### src/rtl/dom_shared_mul_gf2n_stream.sv
// DOM multiplier over GF(2^N) for any share count, wrapped in a valid/ready pipeline.
// Fresh masks are taken through a separate randomness handshake, and a stalled stage holds its terms.

module gf2_mul #(
  parameter int N = 4
) (
  input  logic [N-1:0] a_i,
  input  logic [N-1:0] b_i,
  output logic [N-1:0] p_o
);

  // Low-order bits of the reduction polynomial; the x^N term is implicit.
  function automatic logic [31:0] red_poly(input int n);
    case (n)
      2:       return 32'h0000_0003;
      3:       return 32'h0000_0003;
      4:       return 32'h0000_0003;
      5:       return 32'h0000_0005;
      6:       return 32'h0000_0003;
      7:       return 32'h0000_0003;
      8:       return 32'h0000_001B;
      16:      return 32'h0000_002B;
      default: return 32'h0000_0003;
    endcase
  endfunction

  localparam logic [31:0]  RED_FULL = red_poly(N);
  localparam logic [N-1:0] RED      = RED_FULL[N-1:0];

  logic [N-1:0] acc;
  logic [N-1:0] sh;

  always_comb begin
    acc = '0;
    sh  = a_i;
    for (int i = 0; i < N; i++) begin
      if (b_i[i]) acc = acc ^ sh;
      sh = {sh[N-2:0], 1'b0} ^ (sh[N-1] ? RED : '0);
    end
    p_o = acc;
  end

endmodule

module dom_shared_mul_gf2n_stream #(
  parameter int N         = 4,
  parameter int SHARES    = 2,
  parameter int PIPELINED = 1,
  parameter int CNT_W     = 16
) (
  input  logic                                ClkxCI,
  input  logic                                RstxBI,
  input  logic                                InValidxSI,
  output logic                                InReadyxSO,
  input  logic [N*SHARES-1:0]                 _XxDI,
  input  logic [N*SHARES-1:0]                 _YxDI,
  input  logic                                RndValidxSI,
  output logic                                RndAckxSO,
  input  logic [N*SHARES*(SHARES-1)/2-1:0]    _ZxDI,
  output logic                                OutValidxSO,
  input  logic                                OutReadyxSI,
  output logic [N*SHARES-1:0]                 _QxDO,
  output logic [CNT_W-1:0]                    StarveCntxDO
);

  localparam int NPAIR = SHARES * (SHARES - 1) / 2;

  logic [N-1:0] x_sh  [SHARES];
  logic [N-1:0] y_sh  [SHARES];
  logic [N-1:0] z_w   [NPAIR];
  logic [N-1:0] prod  [SHARES][SHARES];
  logic [N-1:0] zmask [SHARES][SHARES];

  // term_q[i][i] is the inner product, term_q[i][j] (i!=j) the masked cross product.
  logic [N-1:0] term_q [SHARES][SHARES];
  logic [N-1:0] term_d [SHARES][SHARES];
  logic [N-1:0] q_int  [SHARES];

  logic             v1_q, v1_d;
  logic [CNT_W-1:0] starve_q, starve_d;
  logic             s1_free;
  logic             s1_adv;
  logic             fire;

  genvar gi, gj;
  generate
    for (gi = 0; gi < SHARES; gi++) begin : g_unpack
      assign x_sh[gi] = _XxDI[gi*N +: N];
      assign y_sh[gi] = _YxDI[gi*N +: N];
    end
    for (gi = 0; gi < NPAIR; gi++) begin : g_zunpack
      assign z_w[gi] = _ZxDI[gi*N +: N];
    end
    for (gi = 0; gi < SHARES; gi++) begin : g_row
      for (gj = 0; gj < SHARES; gj++) begin : g_col
        gf2_mul #(.N(N)) u_mul (
          .a_i (x_sh[gi]),
          .b_i (y_sh[gj]),
          .p_o (prod[gi][gj])
        );
        if (gi == gj) begin : g_inner
          assign zmask[gi][gj] = '0;
        end else begin : g_cross
          localparam int LO = (gi < gj) ? gi : gj;
          localparam int HI = (gi < gj) ? gj : gi;
          localparam int K  = LO * SHARES - LO * (LO + 1) / 2 + (HI - LO - 1);
          assign zmask[gi][gj] = z_w[K];
        end
      end
    end
  endgenerate

  assign s1_adv     = !v1_q || s1_free;
  assign InReadyxSO = s1_adv;
  assign fire       = InValidxSI && RndValidxSI && s1_adv;
  assign RndAckxSO  = fire;

  always_comb begin
    v1_d = v1_q;
    if (s1_adv) v1_d = fire;
    for (int i = 0; i < SHARES; i++) begin
      for (int j = 0; j < SHARES; j++) begin
        term_d[i][j] = term_q[i][j];
        if (fire) term_d[i][j] = prod[i][j] ^ zmask[i][j];
      end
    end
  end

  always_comb begin
    for (int i = 0; i < SHARES; i++) begin
      q_int[i] = '0;
      for (int j = 0; j < SHARES; j++) begin
        q_int[i] = q_int[i] ^ term_q[i][j];
      end
    end
  end

  always_comb begin
    starve_d = starve_q;
    if (InValidxSI && !RndValidxSI && (starve_q != {CNT_W{1'b1}})) begin
      starve_d = starve_q + 1'b1;
    end
  end

  always_ff @(posedge ClkxCI or negedge RstxBI) begin
    if (!RstxBI) begin
      v1_q     <= 1'b0;
      starve_q <= '0;
      for (int i = 0; i < SHARES; i++) begin
        for (int j = 0; j < SHARES; j++) begin
          term_q[i][j] <= '0;
        end
      end
    end else begin
      v1_q     <= v1_d;
      starve_q <= starve_d;
      for (int i = 0; i < SHARES; i++) begin
        for (int j = 0; j < SHARES; j++) begin
          term_q[i][j] <= term_d[i][j];
        end
      end
    end
  end

  assign StarveCntxDO = starve_q;

  generate
    if (PIPELINED != 0) begin : g_pipe
      logic         v2_q, v2_d;
      logic         s2_adv;
      logic [N-1:0] qr_q [SHARES];
      logic [N-1:0] qr_d [SHARES];

      assign s2_adv  = !v2_q || OutReadyxSI;
      assign s1_free = s2_adv;

      always_comb begin
        v2_d = v2_q;
        for (int i = 0; i < SHARES; i++) qr_d[i] = qr_q[i];
        if (s2_adv) begin
          v2_d = v1_q;
          if (v1_q) begin
            for (int i = 0; i < SHARES; i++) qr_d[i] = q_int[i];
          end
        end
      end

      always_ff @(posedge ClkxCI or negedge RstxBI) begin
        if (!RstxBI) begin
          v2_q <= 1'b0;
          for (int i = 0; i < SHARES; i++) qr_q[i] <= '0;
        end else begin
          v2_q <= v2_d;
          for (int i = 0; i < SHARES; i++) qr_q[i] <= qr_d[i];
        end
      end

      assign OutValidxSO = v2_q;
      for (gi = 0; gi < SHARES; gi++) begin : g_qpack
        assign _QxDO[gi*N +: N] = qr_q[gi];
      end
    end else begin : g_comb
      assign s1_free     = OutReadyxSI;
      assign OutValidxSO = v1_q;
      for (gi = 0; gi < SHARES; gi++) begin : g_qpack
        assign _QxDO[gi*N +: N] = q_int[gi];
      end
    end
  endgenerate

endmodule

### config.mk
export PLATFORM = sky130hd
export DESIGN_NAME = dom_shared_mul_gf2n_stream
export DESIGN_NICKNAME = d
export VERILOG_FILES = /design/src/rtl/dom_shared_mul_gf2n_stream.sv
export SDC_FILE = /design/constraint.sdc
export NUM_CORES = 1
export LEC_CHECK = 0
export BUFFER_PORTS_ARGS = -buffer_cell sky130_fd_sc_hd__buf_2
export CAP_MARGIN = 10
export CORE_ASPECT_RATIO = 1.5
export CORE_MARGIN = 3
export CORE_UTILIZATION = 55
export DETAILED_ROUTE_END_ITERATION = 10
export PLACE_DENSITY = 0.88
export SLEW_MARGIN = 10
export SYNTH_ARGS = -nofsm -noshare
export SYNTH_HDL_FRONTEND = slang
export SYNTH_SLANG_ARGS = --single-unit
### constraint.sdc
create_clock -name ClkxCI -period 1.8 [get_ports ClkxCI]
set_clock_uncertainty 0.05 [all_clocks]
set_input_delay 0 -clock ClkxCI [delete_from_list [all_inputs] [get_ports ClkxCI]]
set_output_delay 0 -clock ClkxCI [all_outputs]
set_load 0.05 [all_outputs]
-- Word level (Yosys, flattened, before mapping)
Index checks and enable logic that the tools add are counted.
- reduce and logical (&&, ||, !) cells: 10
- equality and inequality tests: 1
- bitwise operators: 22
- add/sub/neg operators: 1
- multiplexer cells: 22
- operators with widths (operator ; number):
    $xor A4 B4 Y4 ; 22
    $mux W4 ; 16
    $add A16 B1 Y16 const B ; 1
    $ne A16 B16 Y1 const B ; 1
    $mux W2 ; 6
    $logic_and A1 B1 Y1 ; 4
    $logic_not A1 Y1 ; 3
    $logic_or A1 B1 Y1 ; 2
    $reduce_and A2 Y1 ; 1
- word-level logic and storage cells: 65
- flip-flop bits (word level): 42
- input bits: 25
- output and inout bits: 27

-- Logic depth before layout (Yosys ltp)
Gate-level depths: netlist of run 1.
- depth in word-level cells: 9
- mapped depth: 7
- mapped depth without buffers: 6

-- Modules after synthesis
A second synthesis of run 1 with hierarchy kept.
- cells, all modules: 329
- area total of the unflattened synthesis: 2950.3 µm²
- modules (own cells, without submodules) (module ; seq. area each (µm²) ; times used ; cells each ; area each (µm²)):
    dom_shared_mul_gf2n_stream ; 1051.0 ; 1 ; 189 ; 1928.1
    gf2_mul (g_row[0].g_col[1].u_mul ...) ; 0.0 ; 3 ; 35 ; 254.0
    gf2_mul (g_row[0].g_col[0].u_mul) ; 0.0 ; 1 ; 35 ; 260.2

-- Worst setup path before layout of run 1
OpenSTA, ideal clock, no wires.
- kind: flip-flop to output port
- start point: reg g_pipe.v2_q (netlist: OutValidxSO)
- end point: out RndAckxSO
- path slack: -0.306 ns
- stages on the path, launching flop included: 5
- buffers on the path: 1
- data required time: 1.750 ns
- arrival: 2.056 ns
- cells stage by stage: dfrtp_1 > nand3b_1 > nand3_1 > clkbuf_1 > inv_1
- word-level cells in the longest chain between the ends: 4
- ends and longest elaborated chain (item ; RTL line ; RTL):
    from (decl) ; 169 ; logic v2_q, v2_d;
    from (signal assigned) ; 193 ; v2_q <= v2_d;
    $logic_not A1 Y1 ; 174 ; assign s2_adv = !v2_q || OutReadyxSI;
    $logic_or A1 B1 Y1 ; 174 ;
    $logic_or A1 B1 Y1 ; 113 ; assign s1_adv = !v1_q || s1_free;
    via InReadyxSO ; 54 ; output logic InReadyxSO,
    $logic_and A1 B1 Y1 ; 115 ; assign fire = InValidxSI && RndValidxSI && s1_adv;
    to (decl) ; 58 ; output logic RndAckxSO,
The timed path passes the listed nets, and every way through them passes these cells.

-- Worst setup path after layout of run 1
- start point: reg starve_q[4] (netlist: StarveCntxDO[4])
- end point: reg starve_q[1] (netlist: StarveCntxDO[1])
- word-level cells in the longest chain between the ends: 2
- ends and longest elaborated chain (item ; RTL line ; RTL):
    from (decl) ; 80 ; logic [CNT_W-1:0] starve_q, starve_d;
    from (signal assigned) ; 156 ; starve_q <= starve_d;
    $ne A16 B16 Y1 ; 140 ; if (InValidxSI && !RndValidxSI && (starve_q != {CNT_W{1'b1}})) begin
    $logic_and A1 B1 Y1 ; 140 ;
Every way passes these cells.
A chain may end at the register's enable or synchronous reset.

==> results.json, run 1 <==
{
  "num_rows": 31,
  "worstSetupPathType": "reg2reg",
  "pwr-share-clk_pct": 21.1,
  "dieArea_sq_um": 6020,
  "maxCapViolCount": 0,
  "drc": 0,
  "fin_tns_setup_ns": 0,
  "tightest_slew_ns": 0.452,
  "cts_max_level": 2,
  "place_inst": 414,
  "fin_crit_ns": 1.73,
  "coreArea_sq_um": 4890,
  "cp.required_ns": 1.95,
  "globalplace.congestion": 0.854,
  "synth_top_cell_by_area": "dfrtp_1",
  "cp-end-kind": "register",
  "synth_area_leaders": "dfrtp_1 37%, xnor2_1 19%, nand2_1 10%, o21ai_0 4.5%, xor2_1 3.4%",
  "setup_viol_count_final": 0,
  "antenna_found_initial": 0,
  "finalHoldViolations": 0,
  "leakage_nw": 1.43,
  "area_growth_syn_to_layout_pct": 15.0,
  "nets": 385,
  "switching_share_pct": 41.7,
  "maxSlewHeadroom_pct": 69.8,
  "netSwitchingPower_mw": 1.48,
  "synth.cell_area_sq_um": 2810,
  "combPwrFrac_pct": 40.1,
  "hold_ws_ns": 0.0188,
  "met1_usage_pct": 25.2,
  "status": "complete, no violations",
  "ys_seq_area_share_pct": 37.4,
  "die_height_um": 93.6,
  "grt_pass1_wl_mm": 9.92,
  "power.internal_mw": 2.07,
  "grt_pass1_vias": 2185,
  "worstSetupStartpointType": "register",
  "worst_slack_ns": 0.0704,
  "multi_input_area_sq_um": 1660,
  "drtIter0Drc": 64,
  "register_area_sq_um": 1060,
  "clk_pin_slew_ns": 0.08,
  "path_cells": "and4_1 > and2_1 > a31oi_4 > mux2_2",
  "cellPowerDensity_nw_per_um2": 1100,
  "cts_buffers": 5,
  "min_path_type": "in2async",
  "dr_total_vias": 2255,
  "final_util_pct": 66.2,
  "synth_edf_count": 0,
  "wirelength_mm": 5.75,
  "netlist_instances": 315,
  "busiest_layer": "met2",
  "pre_cts_ws_ns": 0.0920,
  "root_buffer": "clkbuf_8",
  "layout_common_cells": "77 x nand2_1, 62 x xnor2_1, 51 x buf_2, 32 x dfrtp_1, 25 x o21ai_0",
  "ir_drop_uv": 467,
  "grt-ovfl-total": 0,
  "synthDistinctLibCells": 38,
  "grtUsageMet3_pct": 3.00,
  "yosys.area.top_type_share_pct": 37.4,
  "crit_fanout": 7,
  "async_flop_share_pct": 100,
  "fmax_mhz": 578,
  "synth_seq_cells": 42,
  "cts.sinks": 42,
  "ioPinCount": 52,
  "clock_latency_ns": 0.30,
  "cts_buffer_depth": 2,
  "wl_per_cell_um": 13.5,
  "hpwl_mm": 4.21,
  "rsz0062_at_grt": "false",
  "synth_nets": 341,
  "postRouteAntennaNets": 0,
  "postCtsSetupBuffers": 0,
  "drt_pass1_iterations": 4,
  "n_antenna_cell": 0,
  "drive_gt1_share_pct": 24.4,
  "fin_cells": 426,
  "slew_viol_final": 0,
  "ys.flop_type": "dfrtp_1",
  "portBuffers": 51,
  "grt_use_total_pct": 20.9,
  "yosysWarningCount": 0,
  "synth.avg_cell_area_sq_um": 8.93,
  "die_x_um": 64.4,
  "grtUsageMet2_pct": 35.6,
  "start_util_pct": 57.5,
  "grt_max_degree": 36,
  "viasPerCell": 5.29,
  "seqPwrFrac_pct": 38.8,
  "max_stage_delay_ns": 0.45,
  "fin_crit_sh_pct": 96.1,
  "cts_tree": "done",
  "cp_data_arrival_time_ns": 1.88,
  "fillers": 397,
  "layout_commonest_cell": "nand2_1",
  "cp_slowest_cell": "dfrtp_2"
}
## worst max-delay path, delay by kind of cell, from the launching register on
family             cells  cell delay [ns]
AOI/OAI and AO/OA      1             0.26
DFF                    1             0.45
muxes                  1             0.37
and+or+nand+nor        2             0.49
## layout make-up
class                   instances  share of cell area (%)
repair buffers                 57                    9.60
flip-flops and latches         42                    32.9
clock inverters                 2                    1.16
clock buffers                   6                    2.24
inverters                       1                   0.116
multi-input cells             252                    51.4
well taps                      66                    2.55
## power by group through the flow
stage          Sequential (mW)  Combinational, mW  Clock [mW]
2_1_floorplan             1.87              0.600           0
3_3_place_gp              1.37               1.37           0
3_5_place_dp              1.39               1.42           0
4_1_cts                   1.37               1.43       0.754
5_1_grt                   1.41               1.53       0.794
6_report                  1.38               1.42       0.747
## sequential cells by signal (all words and copies together), names as in the netlist
register      count
OutValidxSO       1
StarveCntxDO     16
_QxDO             8
term_q           16
v1_q              1
## layer usage
metal  up-vias  share of wire (%)
met2        73                 52
met5         -                  0
met3        14                5.2
met1      1041                 40
met4         0                3.1
li1       1127                  -
## Yosys cell counts, drive strengths merged (6+ instances only)
master and n:
o21ai 27, xor2 12, nand3 6, mux2 6
clkbuf 7, nand2b 8, buf 13, a21oi 9
nand2 77, xnor2 62, dfrtp 42
## final timing paths
kind	cells past startpoint	endpoint	slack, ns	startpoint
setup / recovery	4	StarveCntxDO[1]	0.07	StarveCntxDO[4]
max in group asynchronous	3	StarveCntxDO[12]	0.97	RstxBI
min in group ClkxCI	4	term_q[4]	0.07	_ZxDI[0]
hold reg to reg	2	_QxDO[5]	0.43	_QxDO[5]
hold / removal	2	StarveCntxDO[7]	0.02	RstxBI
setup reg to reg	4	StarveCntxDO[1]	0.07	StarveCntxDO[4]
## stage by stage
step                total power [mW]  area [sq um]
floorplan                       2.47          2830
global placement                2.75          3080
detailed placement              2.81          3080
CTS                             3.55          3230
global route                    3.74          3230
finish                          3.54          3230
## kinds of logic after synthesis
kind of cell | Yosys count | share of synthesized area, %
AND/OR/NAND/NOR | 124 | 21.8
XOR/XNOR | 74 | 23.3
AO/OA/AOI/OAI | 42 | 9.03
flip-flops | 42 | 37.4
buffers and inverters | 21 | 3.87
multiplexers | 11 | 4.18
adder cells (fa/ha/maj) | 1 | 0.445
## what timing repair did
action,in CTS,in global routing
hold buffers,4,0
gates resized for setup,0,2
setup endpoints to repair,0,1
endpoints found under the hold margin,44,0
Note: power is estimated with default switching activity, not from simulation.
==> run 2, diff against run 1 <==
- SETUP_SLACK_MARGIN: not set -> 0.15
==> run 2 against run 1 <==
Cell area increased by 4.2%. Worst setup slack improved by 0.093 ns. Global-route usage decreased by 0.43 points. Wire length increased by 5.2%. Register-to-register slack improved by 0.09 ns. First-iteration DRC count increased by 70%. Clock power decreased by 3.6%. Count of clock-buffer cells in the layout decreased by 1. Die area unchanged. Cell count increased by 2.6%. Non-clock buffer count increased by 11. Largest power group unchanged.
==> results.json, run 2 (same netlist as run 1, synthesis figures left out) <==
{
  "cts_tree": "done",
  "grt_pass1_vias": 2256,
  "grt_max_degree": 43,
  "cts_buffer_depth": 2,
  "clock_latency_ns": 0.29,
  "r2r_cells": 6,
  "nets": 396,
  "postRouteAntennaNets": 0,
  "netSwitchingPower_mw": 1.51,
  "tightest_slew_ns": 0.474,
  "drtIter0Drc": 109,
  "r2r-start": "StarveCntxDO[0]",
  "slew_viol_final": 0,
  "die_x_um": 64.4,
  "worstSetupPathType": "reg2reg",
  "cp-end-kind": "register",
  "coreArea_sq_um": 4890,
  "final_util_pct": 68.9,
  "hp-start": "_ZxDI[0]",
  "cts_max_level": 2,
  "hpwl_mm": 4.16,
  "multi_input_area_sq_um": 1690,
  "fin_crit_ns": 1.64,
  "wl_per_cell_um": 13.8,
  "ff2ff_setup_slack_ns": 0.16,
  "cp.required_ns": 1.94,
  "die_height_um": 93.6,
  "layout_common_cells": "76 x nand2_1, 62 x xnor2_1, 51 x buf_2, 29 x dfrtp_1, 14 x o21ai_0",
  "power.internal_mw": 2.14,
  "rsz0062_at_grt": "true",
  "layout_commonest_cell": "nand2_1",
  "grt-ovfl-total": 0,
  "wirelength_mm": 6.04,
  "dieArea_sq_um": 6020,
  "root_buffer": "clkbuf_8",
  "worstSetupStartpointType": "register",
  "globalplace.congestion": 0.853,
  "antenna_found_initial": 0,
  "leakage_nw": 1.50,
  "setup_viol_count_final": 0,
  "grt_use_total_pct": 20.4,
  "min_to": "term_q[4]",
  "maxCapViolCount": 0,
  "drt_pass1_iterations": 4,
  "num_rows": 31,
  "drive_gt1_share_pct": 29.4,
  "fillers": 369,
  "portBuffers": 51,
  "min_path_type": "in2reg",
  "combPwrFrac_pct": 42.3,
  "r2r-end": "StarveCntxDO[10]",
  "switching_share_pct": 41.3,
  "ioPinCount": 52,
  "dr_total_vias": 2342,
  "status": "complete, no violations",
  "cp_data_arrival_time_ns": 1.78,
  "viasPerCell": 5.36,
  "fmax_mhz": 611,
  "cellPowerDensity_nw_per_um2": 1080,
  "ir_drop_uv": 442,
  "maxSlewHeadroom_pct": 68.3,
  "whs_path_depth": 4,
  "n_antenna_cell": 0,
  "drc": 0,
  "cts_buffers": 5,
  "cts.sinks": 42,
  "clk_pin_slew_ns": 0.07,
  "crit_fanout": 5,
  "pwr-share-clk_pct": 19.8,
  "seqPwrFrac_pct": 37.9,
  "fin_crit_sh_pct": 90.9,
  "fin_tns_setup_ns": 0,
  "finalHoldViolations": 0,
  "grt_pass1_wl_mm": 9.97,
  "area_growth_syn_to_layout_pct": 19.8,
  "start_util_pct": 57.5,
  "register_area_sq_um": 1070
}
-- run 2: changes by cell type in the layout (fill, tap and decap cells not counted), sizes merged --
cell      before  now
buf           53   64
clkinv         0    2
clkbuf         6    5
clkinvlp       1    0
-- run 2: layout make-up --
cell class                 count  share of cell area [%]
sequential                    42                    31.7
clock buffer                   5                    2.04
tap                           66                    2.45
timing repair buffer          68                    12.4
multi-input combinational    252                    50.2
clock inverter                 3                    1.19
inverter                       1                   0.111
-- run 2: how the worst max path moves through the flow --
stage                     from  depth (start not counted)  slack, ns               end
2_1_floorplan  StarveCntxDO[0]                          6       0.04  StarveCntxDO[12]
3_3_place_gp   StarveCntxDO[9]                          4       0.15   StarveCntxDO[1]
3_5_place_dp   StarveCntxDO[9]                          4        0.1   StarveCntxDO[1]
4_1_cts        StarveCntxDO[9]                          6       0.15   StarveCntxDO[6]
5_1_grt        StarveCntxDO[0]                          6       0.08  StarveCntxDO[10]
6_report       StarveCntxDO[0]                          6       0.16  StarveCntxDO[10]
-- run 2: critical path: stages, from the launching register on --
cell and delay (ns):
dfrtp_2 0.42, ha_4 0.14, and3_4 0.23, and2_4 0.17, and3b_2 0.24, nand2_1 0.10
xnor2_1 0.19
-- run 2: power by group through the flow --
stage	Clock [mW]	Combinational [mW]	Sequential (mW)
after floorplan	0	0.630	1.88
after global placement	0	1.40	1.38
after CTS	0.726	1.49	1.37
final	0.720	1.54	1.38
after detailed placement	0	1.44	1.40
after global routing	0.779	1.67	1.41
-- run 2: through the flow --
| stage | instance area [sq um] | hold slack, ns | total power, mW | instances | setup slack (ns) |
|---|---|---|---|---|---|
| floorplan | 2880 | -0.346 | 2.51 | 315 | 0.0384 |
| global placement | 3110 | -0.0652 | 2.78 | 414 | 0.146 |
| detailed placement | 3110 | -0.0607 | 2.84 | 414 | 0.0986 |
| CTS | 3290 | 0.0672 | 3.59 | 429 | 0.147 |
| global route | 3370 | 0.0866 | 3.86 | 437 | 0.0794 |
| finish | 3370 | 0.0688 | 3.64 | 437 | 0.164 |
-- run 2: metal layers --
layer | wire (um) | up-vias | GRT usage [%] | share of wire, %
li1 | - | 1153 | - | -
met1 | 2470 | 1095 | 24.8 | 41
met2 | 3140 | 78 | 36.9 | 52
met3 | 283 | 16 | 2.52 | 4.7
met4 | 150 | 0 | 6.70 | 2.5
met5 | 0 | - | 0 | 0
-- run 2: what timing repair did --
item,CTS,global route
resized for setup,1,6
hold buffers,4,0
setup buffers,3,8
setup endpoints to repair,3,10
hold endpoints to repair,44,0
pin swaps,1,8
==> run 3, diff against run 2 <==
- MAX_ROUTING_LAYER: not set -> met4
==> run 3 against run 2 <==
Cell area stayed put. Sequential share of layout area unchanged. Worst hold slack gained 0.0016 ns. Global-route usage is 0.55 points higher. Sequential power is essentially flat. Register-to-register slack about the same. Maximum frequency hardly changed. Combinational power barely moved. Worst setup slack better by 0.00075 ns. Critical path type unchanged. Largest power group unchanged.
==> results.json, run 3 (same netlist as run 1, synthesis figures left out) <==
{
  "cellPowerDensity_nw_per_um2": 1080,
  "crit_fanout": 5,
  "r2r-start": "StarveCntxDO[0]",
  "drc": 0,
  "cp.required_ns": 1.94,
  "fillers": 369,
  "grt_use_total_pct": 21.0,
  "nets": 396,
  "min_path_type": "in2reg",
  "die_x_um": 64.4,
  "crit_family": "simple AND/OR/NAND/NOR gates",
  "slew_viol_final": 0,
  "fin_cells": 437,
  "fmax_mhz": 611,
  "setup_viol_count_final": 0,
  "worst_slack_ns": 0.164,
  "dpl_cell_area_sq_um": 3110,
  "tightest_slew_ns": 0.477,
  "portBuffers": 51,
  "min_to": "term_q[4]",
  "grt-ovfl-total": 0,
  "ioPinCount": 52,
  "n_antenna_cell": 0,
  "num_rows": 31,
  "path_buf_inv": 0,
  "worstSetupStartpointType": "register",
  "grt_pass1_wl_mm": 9.96,
  "multi_input_area_sq_um": 1690,
  "r2r_cells": 6,
  "cp-end-kind": "register",
  "postRouteAntennaNets": 0,
  "wl_per_cell_um": 13.8,
  "maxSlewHeadroom_pct": 68.2,
  "fin_crit_ns": 1.64,
  "viasPerCell": 5.39,
  "maxCapViolCount": 0,
  "fin_tns_setup_ns": 0,
  "drt_pass1_iterations": 4,
  "globalplace.congestion": 0.867,
  "status": "complete, no violations",
  "dieArea_sq_um": 6020,
  "ff2ff_setup_slack_ns": 0.16,
  "pre_cts_ws_ns": 0.0986,
  "layout_common_cells": "76 x nand2_1, 62 x xnor2_1, 51 x buf_2, 29 x dfrtp_1, 14 x o21ai_0",
  "die_height_um": 93.6,
  "cts_buffer_depth": 2,
  "place_inst": 414,
  "drtIter0Drc": 126,
  "leakage_nw": 1.50,
  "ir_drop_uv": 442,
  "coreArea_sq_um": 4890,
  "cp_slowest_cell": "dfrtp_2",
  "worstSetupPathType": "reg2reg",
  "antenna_found_initial": 0,
  "whs_path_depth": 4,
  "root_buffer": "clkbuf_8",
  "area_growth_syn_to_layout_pct": 19.8,
  "power_mw": 3.64,
  "cts_tree": "done",
  "fin_crit_sh_pct": 90.9,
  "path_cells": "ha_4 > and3_4 > and2_4 > and3b_2 > nand2_1 > xnor2_1",
  "dr_total_vias": 2357,
  "start_util_pct": 57.5,
  "hp-start": "_ZxDI[0]",
  "grt_max_degree": 43,
  "cts_max_level": 2,
  "cts.sinks": 42,
  "rsz0062_at_grt": "true",
  "max_stage_delay_ns": 0.42,
  "finalHoldViolations": 0,
  "wirelength_mm": 6.03,
  "layout_commonest_cell": "nand2_1",
  "clk_pin_slew_ns": 0.07,
  "cts_buffers": 5,
  "final_area_sq_um": 3370,
  "r2r-end": "StarveCntxDO[10]",
  "clock_latency_ns": 0.29,
  "grt_pass1_vias": 2262,
  "cp_data_arrival_time_ns": 1.77,
  "drive_gt1_share_pct": 29.4,
  "hpwl_mm": 4.16,
  "register_area_sq_um": 1070
}
-- run 3: cell counts in the layout (fill, tap and decap cells not counted) --
Identical to the previous run, type by type.
-- run 3: worst max-delay path by stage --
stage,startpoint,endpoint,slack [ns],cells past startpoint
5_1_grt,StarveCntxDO[0],StarveCntxDO[10],0.08,6
3_5_place_dp,StarveCntxDO[9],StarveCntxDO[1],0.1,4
2_1_floorplan,StarveCntxDO[0],StarveCntxDO[12],0.04,6
6_report,StarveCntxDO[0],StarveCntxDO[10],0.16,6
3_3_place_gp,StarveCntxDO[9],StarveCntxDO[1],0.15,4
4_1_cts,StarveCntxDO[9],StarveCntxDO[6],0.15,6
-- run 3: layout make-up --
cell class	count	area share (%)
Multi-Input combinational cell	252	50.2
Sequential cell	42	31.7
Timing Repair Buffer	68	12.4
Tap cell	66	2.45
Clock buffer	5	2.04
Clock inverter	3	1.19
Inverter	1	0.111
-- run 3: per-layer routing --
metal	wire length [um]	global-route usage [%]	vias up
met5	0	-	-
met4	140	6.70	0
met3	295	2.52	15
met2	3140	36.9	82
met1	2450	24.8	1107
li1	-	-	1153
-- run 3: worst min-delay path: stages --
cell	delay, ns
buf_2	0.11
xor2_1	0.07
xnor2_1	0.12
o21ai_1	0.06
-- run 3: metrics by stage --
step	hold slack (ns)	util (%)
6_report	0.0704	68.9
3_3_place_gp	-0.0652	63.7
5_1_grt	0.0866	68.9
2_1_floorplan	-0.346	-
3_5_place_dp	-0.0607	63.7
4_1_cts	0.0672	67.2
-- run 3: repair_timing --
item,4_1_cts,5_1_grt
hold endpoints to repair,44,0
setup endpoints to repair,3,10
pin swaps,1,8
hold buffers,4,0
setup buffers,3,8
resized for setup,1,6
-- run 3: where the power goes --
part / switching [mW] / internal (mW) / total [mW]
Clock: 0.310 / 0.408 / 0.718
Combinational: 1.00 / 0.540 / 1.54
Sequential: 0.192 / 1.19 / 1.38
Total: 1.50 / 2.14 / 3.64
